[src/rtl/status_flags.sv]
// 6502 processor status register with flag instructions, PLP/RTI pull and interrupt front end.
// Optional set-overflow pin and its synchroniser are built only when SO_PIN_EN is defined.
module status_flags (
  input  logic       clk,
  input  logic       rst_n,
  input  logic       alu_n,
  input  logic       alu_v,
  input  logic       alu_z,
  input  logic       alu_c,
  input  logic       upd_nz,
  input  logic       upd_v,
  input  logic       upd_c,
  input  logic [2:0] flag_op,
  input  logic       pull,
  input  logic [7:0] db_in,
  input  logic       sync,
  input  logic       int_ack,
  input  logic       push_b,
  input  logic       irq_n,
  input  logic       nmi_n,
`ifdef SO_PIN_EN
  input  logic       so_n,
`endif
  output logic [7:0] p_out,
  output logic       c,
  output logic       d,
  output logic       int_req,
  output logic       nmi_sel
);

  typedef enum logic [2:0] {
    OP_NONE = 3'd0,
    OP_CLC  = 3'd1,
    OP_SEC  = 3'd2,
    OP_CLI  = 3'd3,
    OP_SEI  = 3'd4,
    OP_CLD  = 3'd5,
    OP_SED  = 3'd6,
    OP_CLV  = 3'd7
  } flagOp_e;

  flagOp_e opSel;
  logic nFlag_q, vFlag_q, dFlag_q, iFlag_q, zFlag_q, cFlag_q;
  logic nFlag_d, vFlag_d, dFlag_d, iFlag_d, zFlag_d, cFlag_d;
  logic iPoll_q, iPoll_d;
  logic nmiPend_q, nmiPend_d;
  logic irqS1_q, irqS2_q;
  logic nmiS1_q, nmiS2_q, nmiS3_q;
  logic nmiEdge;
  logic unusedDbBits;

  assign opSel        = flagOp_e'(flag_op);
  assign nmiEdge      = ~nmiS2_q & nmiS3_q;
  assign unusedDbBits = ^db_in[5:4];

`ifdef SO_PIN_EN
  logic soS1_q, soS2_q, soS3_q;
  logic soEdge;

  assign soEdge = ~soS2_q & soS3_q;

  always_ff @(posedge clk) begin
    if (!rst_n) begin
      soS1_q <= 1'b1;
      soS2_q <= 1'b1;
      soS3_q <= 1'b1;
    end else begin
      soS1_q <= so_n;
      soS2_q <= soS1_q;
      soS3_q <= soS2_q;
    end
  end
`endif

  // Sources are applied lowest priority first so later assignments win.
  always_comb begin
    nFlag_d   = nFlag_q;
    vFlag_d   = vFlag_q;
    dFlag_d   = dFlag_q;
    iFlag_d   = iFlag_q;
    zFlag_d   = zFlag_q;
    cFlag_d   = cFlag_q;
    iPoll_d   = iPoll_q;
    nmiPend_d = nmiPend_q;

    if (upd_nz) begin
      nFlag_d = alu_n;
      zFlag_d = alu_z;
    end
    if (upd_v) vFlag_d = alu_v;
    if (upd_c) cFlag_d = alu_c;
`ifdef SO_PIN_EN
    if (soEdge) vFlag_d = 1'b1;
`endif
    case (opSel)
      OP_CLC:  cFlag_d = 1'b0;
      OP_SEC:  cFlag_d = 1'b1;
      OP_CLI:  iFlag_d = 1'b0;
      OP_SEI:  iFlag_d = 1'b1;
      OP_CLD:  dFlag_d = 1'b0;
      OP_SED:  dFlag_d = 1'b1;
      OP_CLV:  vFlag_d = 1'b0;
      default: ;
    endcase
    if (pull) begin
      nFlag_d = db_in[7];
      vFlag_d = db_in[6];
      dFlag_d = db_in[3];
      iFlag_d = db_in[2];
      zFlag_d = db_in[1];
      cFlag_d = db_in[0];
    end
    if (int_ack) iFlag_d = 1'b1;

    // The poll copy lags I by one instruction boundary; RTI restores it at once.
    if (sync) iPoll_d = iFlag_q;
    if (pull) iPoll_d = db_in[2];

    if (int_ack) nmiPend_d = 1'b0;
    if (nmiEdge) nmiPend_d = 1'b1;
  end

  always_ff @(posedge clk) begin
    if (!rst_n) begin
      nFlag_q   <= 1'b0;
      vFlag_q   <= 1'b0;
      dFlag_q   <= 1'b0;
      iFlag_q   <= 1'b1;
      zFlag_q   <= 1'b0;
      cFlag_q   <= 1'b0;
      iPoll_q   <= 1'b1;
      nmiPend_q <= 1'b0;
      irqS1_q   <= 1'b1;
      irqS2_q   <= 1'b1;
      nmiS1_q   <= 1'b1;
      nmiS2_q   <= 1'b1;
      nmiS3_q   <= 1'b1;
    end else begin
      nFlag_q   <= nFlag_d;
      vFlag_q   <= vFlag_d;
      dFlag_q   <= dFlag_d;
      iFlag_q   <= iFlag_d;
      zFlag_q   <= zFlag_d;
      cFlag_q   <= cFlag_d;
      iPoll_q   <= iPoll_d;
      nmiPend_q <= nmiPend_d;
      irqS1_q   <= irq_n;
      irqS2_q   <= irqS1_q;
      nmiS1_q   <= nmi_n;
      nmiS2_q   <= nmiS1_q;
      nmiS3_q   <= nmiS2_q;
    end
  end

  assign p_out   = {nFlag_q, vFlag_q, 1'b1, push_b, dFlag_q, iFlag_q, zFlag_q, cFlag_q};
  assign c       = cFlag_q;
  assign d       = dFlag_q;
  assign int_req = nmiPend_q | (~irqS2_q & ~iPoll_q);
  assign nmi_sel = nmiPend_q;

endmodule

[config.mk]
export PLATFORM = sky130hd
export DESIGN_NAME = status_flags
export DESIGN_NICKNAME = d
export VERILOG_FILES = /design/src/rtl/status_flags.sv
export SDC_FILE = /design/constraint.sdc
export NUM_CORES = 1
export LEC_CHECK = 0
export BUFFER_PORTS_ARGS = -buffer_cell sky130_fd_sc_hd__buf_2
export CORE_MARGIN = 2
export CORE_UTILIZATION = 40
export CTS_CLUSTER_SIZE = 25
export DETAILED_ROUTE_END_ITERATION = 6
export GPL_ROUTABILITY_DRIVEN = 0
export GPL_TIMING_DRIVEN = 1
export PLACE_DENSITY = 0.74
export SYNTH_ARGS = -nofsm -noshare
export SYNTH_HDL_FRONTEND = slang
export SYNTH_SLANG_ARGS = --single-unit
[constraint.sdc]
create_clock -name clk -period 1.33 [get_ports clk]
set_clock_uncertainty 0.15 [all_clocks]
set_input_delay 0.0665 -clock clk [delete_from_list [all_inputs] [get_ports clk]]
set_output_delay 0.0665 -clock clk [all_outputs]
set_load 0.02 [all_outputs]
# Yosys cells after proc, flatten, opt, wreduce, memory -nomap -nowiden
# Index checks and enable logic that the tools add are counted.
op_classes:
  n_eq_ne: 7
  mux: 18
  bitwise_logic: 7
  reduce_logical: 8
op_table:
  columns: ["cell", "n"]
  rows:
  - ["2-to-1 mux 1 bit", 15]
  - ["== test 3 bit, second input constant", 4]
  - ["nonzero test 3 bit", 3]
  - ["== test 3 x 2 -> 1 bit, second input constant", 2]
  - ["one-hot mux 1 bit (2 select lines)", 3]
  - ["nonzero test 2 bit", 3]
  - ["NOT 1 bit", 4]
  - ["nonzero test 4 bit", 1]
  - ["== test 3 x 1 -> 1 bit, second input constant", 1]
  - ["AND 1 bit", 2]
  - ["OR reduction 2 bit", 1]
  - ["OR 1 bit", 1]
totals:
  register_bits: 13
  input_bits: 26
  output_inout_bits: 12
  word_cells: 53

# Logic depth before layout (Yosys ltp)
# Gate-level depths: netlist of run 1.
depth:
  depth_word: 3
  mapped_depth: 4
  depth_no_buf: 4

# Worst setup path after synthesis of run 1
# OpenSTA, ideal clock, no wires.
synth_timing:
  path_type: "reg2reg"
  from: "reg, netlist name d"
  to: "reg dFlag_q (netlist: d)"
  setup_ns: 0.066
  t_arrival_ns: 0.966
  required_time_ns: 1.114
  slack_ns: 0.148
  stages_incl_launch_ff: 4
  n_path_buf: 0
  synth_period_minus_slack_ns: 1.182
  cell_sequence: "dfxtp_1 -> o21ai_1 -> a211o_1 -> a21boi_2"
synth_rtl:
  columns: ["item", "line_no", "source"]
  rows:
  - ["to (signal assigned)", "141", "dFlag_q <= dFlag_d;"]
  - ["to (decl)", "43", "logic nFlag_q, vFlag_q, dFlag_q, iFlag_q, zFlag_q, cFlag_q;"]

# Final worst setup path of run 1
layout_timing:
  from: "in pull"
  to: "reg nFlag_q"
layout_between:
  elab_chain_len: 1
  elab_cells_between_ends: 2
layout_rtl:
  columns: ["item", "line_no", "source"]
  rows:
  - ["from (decl)", "14", "input logic pull,"]
  - ["2-to-1 mux 1 bit / nonzero test 2 bit (equally long branches)", null, null]
  - ["to (signal assigned)", "139", "nFlag_q <= nFlag_d;"]
  - ["to (decl)", "43", null]
# Several ways; a longest one is shown, not always the timed one.
# A chain may end at the register's enable or synchronous reset.

==> reports/metrics.yaml, run 1 <==
grt:
  grtUsageTotal: 0.166
  gr-total-overflow: 0
  antenna_found_initial: 0
  grt_pass1_vias: 585
  grt_pass1_wl_um: 2300
  grt_max_degree: 14
setup_path:
  required_ps: 1340
  critPathKind: "in2reg"
  cp-end-kind: "register"
  critPathLaunchType: "primary input"
  cp.arrival_ps: 1200
  startpoint: "pull"
  cp_max_fo: 8
  r2r_start: "d"
cells_and_area:
  diodes: 0
  instances_no_fill: 124
  area_growth_pct: 48.6
  final_util: 0.660
  final_layout_size_suffix_gt1_frac: 0.330
  nets: 136
  stdcell_area_um2: 891
yosys:
  ys_types: 22
  ys_warn_count: 0
  syn-num-nets: 93
  synth_commonest_cells: "13 x dfxtp_1, 8 x buf_4, 6 x nand2_1"
  syn_inst: 67
  async_flop_share: 0
  synthesis.area_um2: 599
  synth.most_common_cell: "dfxtp_1"
  ys_seq_area_frac: 0.434
  synth_enable_flop_cells: 0
  avgSynthCellArea_um2: 8.95
  synth_top_area_cell: "dfxtp_1"
  synth_ff_type: "dfxtp_1"
  synth_seq_cells: 13
  synth_area_leaders: "dfxtp_1 43%, buf_4 10%, mux2i_1 8.4%, nand2b_1 5.2%, o21ai_0 4.2%"
  synth_top_area_share: 0.434
placement:
  port_buffers: 32
  place_area_um2: 714
  dp_hpwl_um: 831
  dp_cells: 105
sta:
  finalHoldViolCount: 0
  clock.fmax_ghz: 0.844
  period_share: 0.890
  grt_setup_unrepaired: "no"
  setup_viol: 0
  drv_slew: 0
  fin_setup_tns_ps: 0
  fin_crit_ps: 1180
floorplan:
  die_x_um: 42.7
  core_region_area_um2: 1350
  start_util: 0.444
  row_count: 13
  die_h_um: 42.7
  dieArea_um2: 1820
  io_pins: 38
pwr:
  p_leak_nw: 0.455
  ir_drop_mv: 0.539
  cellPowerDensity_nw_per_um2: 939
min_path:
  worstHoldStart: "sync"
  min-delay-path-class: "in2reg"
cts:
  cts_tree: "built"
  insertion_delay_ps: 270
  root_buffer: "clkbuf_4"
  clkSlewWorstSetupHoldPaths_ps: 70
  numCtsBuffers: 3
  cts_setup_buffers: 0
  clk_path_buf_depth: 2
  cts.sinks: 13
  htreeDepth: 1
route:
  remaining_drc_errors: 0
  via_per_inst: 4.73
  drt_iter0_markers: 5
  routed-via-count: 586
  antenna_left: 0
  drt_wl_total_um: 1290
  first_pass_iters: 4
  wire_per_inst_um: 10.4
status:
  status: "finished, final reports clean"
flow_run:
  maxCapViolations: 0
critical path, stage by stage:
cell and delay (ps):
dlygate4sd3_1 530, buf_2 160, inv_1 210, nand2_1 100
o211a_1 140
layout make-up:
type / count / area [um^2]
Clock buffer: 4 / 26.3
Fill cell: 113 / 459
Inverter: 5 / 18.8
Multi-Input combinational cell: 40 / 256
Sequential cell: 13 / 260
Tap cell: 15 / 18.8
Timing Repair Buffer: 47 / 310
where the power goes:
| group | internal (W) | switching (W) |
|---|---|---|
| logic | 0.0000949 | 0.0000869 |
| registers | 0.000411 | 0.0000104 |
| clock network | 0.000116 | 0.000118 |
| total | 0.000621 | 0.000215 |
per-stage QoR:
step	hold WS, ps	worst slack, ps	power, W
after detailed placement	-16.8	256	0.000576
after global placement	-16.8	292	0.000571
after global routing	49.9	16.0	0.000887
final	10.2	146	0.000837
after CTS	4.95	176	0.000848
after floorplan	-10.5	148	0.000531
cells by family after synthesis:
family / share of synthesized area
AOI/OAI and AO/OA: 0.194
and+or+nand+nor: 0.144
buffers and inverters: 0.138
DFF: 0.434
muxes: 0.0835
other: 0.00626
layout by cell type (no fill, tap or decap):
cell | synthesis | routed
a211o_1 | 1 | 1
a21boi_0 | 1 | 1
a21boi_2 | 1 | 1
a21oi_1 | 3 | 3
a311oi_1 | 1 | 1
and2_1 | 1 | 1
buf_2 | 0 | 32
clkbuf_1 | 1 | 1
clkbuf_4 | 0 | 3
conb_1 | 1 | 1
dfxtp_1 | 13 | 13
dlygate4sd3_1 | 0 | 15
inv_1 | 5 | 5
mux2i_1 | 5 | 5
nand2_1 | 6 | 6
nand2b_1 | 5 | 5
nand4b_1 | 1 | 1
nor2_1 | 3 | 3
nor2b_1 | 1 | 1
o211a_1 | 2 | 2
o21ai_0 | 5 | 5
o21ai_1 | 1 | 1
o221ai_1 | 1 | 1
o22ai_1 | 1 | 1
path summary, 6_finish.rpt:
path	end	slack [ps]	depth (start not counted)
worst min-delay path	iPoll_q	10	5
worst max register to register	d	240	3
worst max-delay path	nFlag_q	150	5
worst min register to register	nmiS2_q	260	1
layer usage:
| metal | part of all wire | routed length, um | vias up | global-route usage |
|---|---|---|---|---|
| li1 | - | - | 304 | - |
| met1 | 0.43 | 547 | 252 | 0.182 |
| met2 | 0.49 | 626 | 28 | 0.297 |
| met3 | 0.081 | 104 | 2 | 0.0511 |
| met4 | 0.0062 | 8 | 0 | 0.0563 |
| met5 | 0 | 0 | - | 0 |
registers in the layout, summed over array words and instances (netlist names):
name / flops
vFlag_q: 1
irqS2_q: 1
c: 1
zFlag_q: 1
iFlag_q: 1
nmiS3_q: 1
nmi_sel: 1
iPoll_q: 1
d: 1
nFlag_q: 1
irqS1_q: 1
nmiS1_q: 1
nmiS2_q: 1
what timing repair did:
action | in CTS | in global routing
hold endpoints to repair | 14 | 0
gates resized for setup | 0 | 0
hold buffers | 15 | 0
Note: power is estimated with default switching activity, not from simulation.
==> run 2, diff against run 1 <==
- ABC_AREA: unset -> 1
- CORE_UTILIZATION: 40 -> 41
- PLACE_DENSITY: 0.74 -> 0.75
- clock period: 1.33 -> 1.3 ns (I/O delays scaled with it)
==> run 2 against run 1 <==
Compared with the run above:
- cell count up 23%
- combinational power is 16% higher
- hold slack got worse by 9.4 ps
- via count is 16% higher
- sequential share of layout area is 3.0 points lower
- clock power is 7% higher
- register-to-register slack better by 190 ps
- synthesized cell count is 30% higher
- sequential cell count unchanged
- critical path type is now reg2out
==> reports/metrics.yaml, run 2 <==
yosys:
  ys_seq_area_frac: 0.417  # was 0.434
  syn_inst: 87  # was 67
  ys_types: 16  # was 22
  syn-num-nets: 113  # was 93
  synth_enable_flop_cells: 0  # unchanged
  synth_top_area_share: 0.417  # was 0.434
  ys_warn_count: 0  # unchanged
  synth_seq_cells: 13  # unchanged
  synth_commonest_cells: "18 x nand2_1, 14 x inv_1, 13 x dfxtp_1"  # was 13 x dfxtp_1, 8 x buf_4, 6 x nand2_1
  synth_top_area_cell: "dfxtp_1"  # unchanged
  avgSynthCellArea_um2: 7.18  # was 8.95 um^2
  synth.most_common_cell: "nand2_1"  # was dfxtp_1
  async_flop_share: 0  # unchanged
  synthesis.area_um2: 624  # was 599 um^2
  synth_ff_type: "dfxtp_1"  # unchanged
  synth_area_leaders: "dfxtp_1 42%, nand2_1 11%, nand3_1 9.6%, buf_4 9.6%, inv_1 8.4%"  # was dfxtp_1 43%, buf_4 10%, mux2i_1 8.4%, nand2b_1 5.2%, o21ai_0 4.2%
pwr:
  cellPowerDensity_nw_per_um2: 898  # was 939 nW/um^2
  p_sw_w: 0.000248  # was 0.000215 W
  pwr-share-seq: 0.484  # was 0.503
  pwr-share-clk: 0.280  # about the same
  power_frac_comb: 0.236  # was 0.217
  ir_drop_mv: 1.06  # was 0.539 mV
  p_leak_nw: 0.547  # was 0.455 nW
  switching_share: 0.278  # was 0.257
  p_int_w: 0.000643  # was 0.000621 W
sta:
  fin_setup_tns_ps: 0  # unchanged
  grt_setup_unrepaired: "no"  # unchanged
  setup_viol: 0  # unchanged
  clock.fmax_ghz: 0.882
  finalHoldViolCount: 0  # unchanged
  drv_slew: 0  # unchanged
  period_share: 0.872
  fin_crit_ps: 1130
route:
  drt_iter0_markers: 10  # was 5
  routed-via-count: 681  # was 586
  antenna_left: 0  # unchanged
  drt_wl_total_um: 1530  # was 1290 um
  remaining_drc_errors: 0  # unchanged
  first_pass_iters: 4  # unchanged
  wire_per_inst_um: 9.97  # was 10.4 um
  via_per_inst: 4.45  # was 4.73
cts:
  clk_path_buf_depth: 2  # unchanged
  clkSlewWorstSetupHoldPaths_ps: 80  # was 70 ps
  root_buffer: "clkbuf_4"  # unchanged
  numCtsBuffers: 3  # unchanged
  cts_setup_buffers: 0  # unchanged
  post_cts_resized: 0  # unchanged
  cts.sinks: 13  # unchanged
  hold_buffers: 22  # was 15
  insertion_delay_ps: 280  # was 270 ps
  cts_tree: "built"  # unchanged
  htreeDepth: 1  # unchanged
cells_and_area:
  layout_commonest_cell: "buf_2"  # unchanged
  most-common-layout-cells: "32 x buf_2, 22 x dlygate4sd3_1, 18 x nand2_1"  # was 32 x buf_2, 15 x dlygate4sd3_1, 13 x dfxtp_1
  instances_no_fill: 153  # was 124
  final_layout_size_suffix_gt1_frac: 0.321  # was 0.330
  nets: 164  # was 136
  diodes: 0  # unchanged
  area_growth_pct: 58.9  # was 48.6%
  nFillCells: 134  # was 113
  multi_input_area_um2: 244  # was 256 um^2
  regArea_um2: 260  # unchanged
grt:
  gr-total-overflow: 0  # unchanged
  grt_max_degree: 11  # was 14
  grtUsageTotal: 0.176  # was 0.166
  grt_pass1_wl_um: 2390  # was 2300 um
  antenna_found_initial: 0  # unchanged
  grt_pass1_vias: 652  # was 585
floorplan:
  row_count: 14  # was 13
  die_x_um: 43.0  # was 42.7 um
  io_pins: 38  # unchanged
  start_util: 0.424  # was 0.444
  core_region_area_um2: 1470  # was 1350 um^2
  dieArea_um2: 1850  # was 1820 um^2
  die_h_um: 43.0  # was 42.7 um
placement:
  dp_cells: 127  # was 105
  dp_hpwl_um: 957  # was 831 um
  port_buffers: 32  # unchanged
setup_path:
  critPathKind: "reg2out"  # was in2reg
  cp.arrival_ps: 920  # was 1200 ps
  cp-end-kind: "output pin"  # was register
  required_ps: 1090  # was 1340 ps
  crit_chain: "o21bai_1 -> buf_2"  # was dlygate4sd3_1 -> buf_2 -> inv_1 -> nand2_1 -> o211a_1
  slowest_delay_ps: 360  # was 530 ps
  cp_max_fo: 3  # was 8
  crit_slowest_cell: "dfxtp_1"  # was dlygate4sd3_1
  path_delay_family: "flip-flops"  # was buffers and inverters
  critPathLaunchType: "register"  # was primary input
  crit_buf_inv: 1  # was 3
min_path:
  min-delay-path-class: "in2reg"  # unchanged
flow_run:
  maxCapViolations: 0  # unchanged
status:
  status: "finished, final reports clean"  # unchanged
[run 2: metal layers]
metal	up-vias	GRT usage	wire (um)
met5	-	0	0
li1	364	-	-
met1	294	0.168	623
met2	23	0.336	808
met4	0	0.0485	0
met3	0	0.0766	93
[run 2: through the flow]
stage / cell area [um^2] / setup WS [ps] / util / power [W] / hold slack, ps
after global routing: 992 / 100 / 0.674 / 0.000942 / 38.9
after floorplan: 624 / 370 / - / 0.000549 / 12.6
final: 992 / 166 / 0.674 / 0.000891 / 0.732
after CTS: 992 / 139 / 0.674 / 0.000898 / 2.76
after detailed placement: 744 / 433 / 0.506 / 0.000597 / -19.9
after global placement: 744 / 436 / 0.506 / 0.000592 / -19.9
[run 2: power by group through the flow]
stage	Clock (W)	Sequential (W)	Combinational [W]
after global placement	0	0.000439	0.000153
after global routing	0.000276	0.000434	0.000232
after CTS	0.000257	0.000431	0.000209
final	0.000250	0.000431	0.000211
after floorplan	0	0.000446	0.000102
after detailed placement	0	0.000441	0.000157
[run 2: final cells by class]
cell class              instances  share of cell area
well taps                      16              0.0202
clock buffers                   3              0.0227
multi-input cells              50               0.246
clock inverters                 1             0.00504
repair buffers                 54               0.383
flip-flops and latches         13               0.262
inverters                      16              0.0605
[run 2: cells by family after synthesis]
group / count (synthesis) / share of synthesized area
flip-flops: 13 / 0.417
buffers and inverters: 24 / 0.192
AO/OA/AOI/OAI: 10 / 0.0942
AND/OR/NAND/NOR: 39 / 0.291
other: 1 / 0.00601
[run 2: tightest hold or removal path: stages]
cell	delay (ps)
buf_2	100
nand3_1	70
nand3_1	80
nand2_1	40
inv_1	40
[run 2: path summary, 6_finish.rpt]
path	slack, ps	depth (start not counted)	end	start
min reg2reg	270	1	irqS2_q	irqS1_q
max reg2reg	430	4	iPoll_q	iFlag_q
min	0.7	5	zFlag_q	upd_nz
max	170	2	int_req	nmi_sel
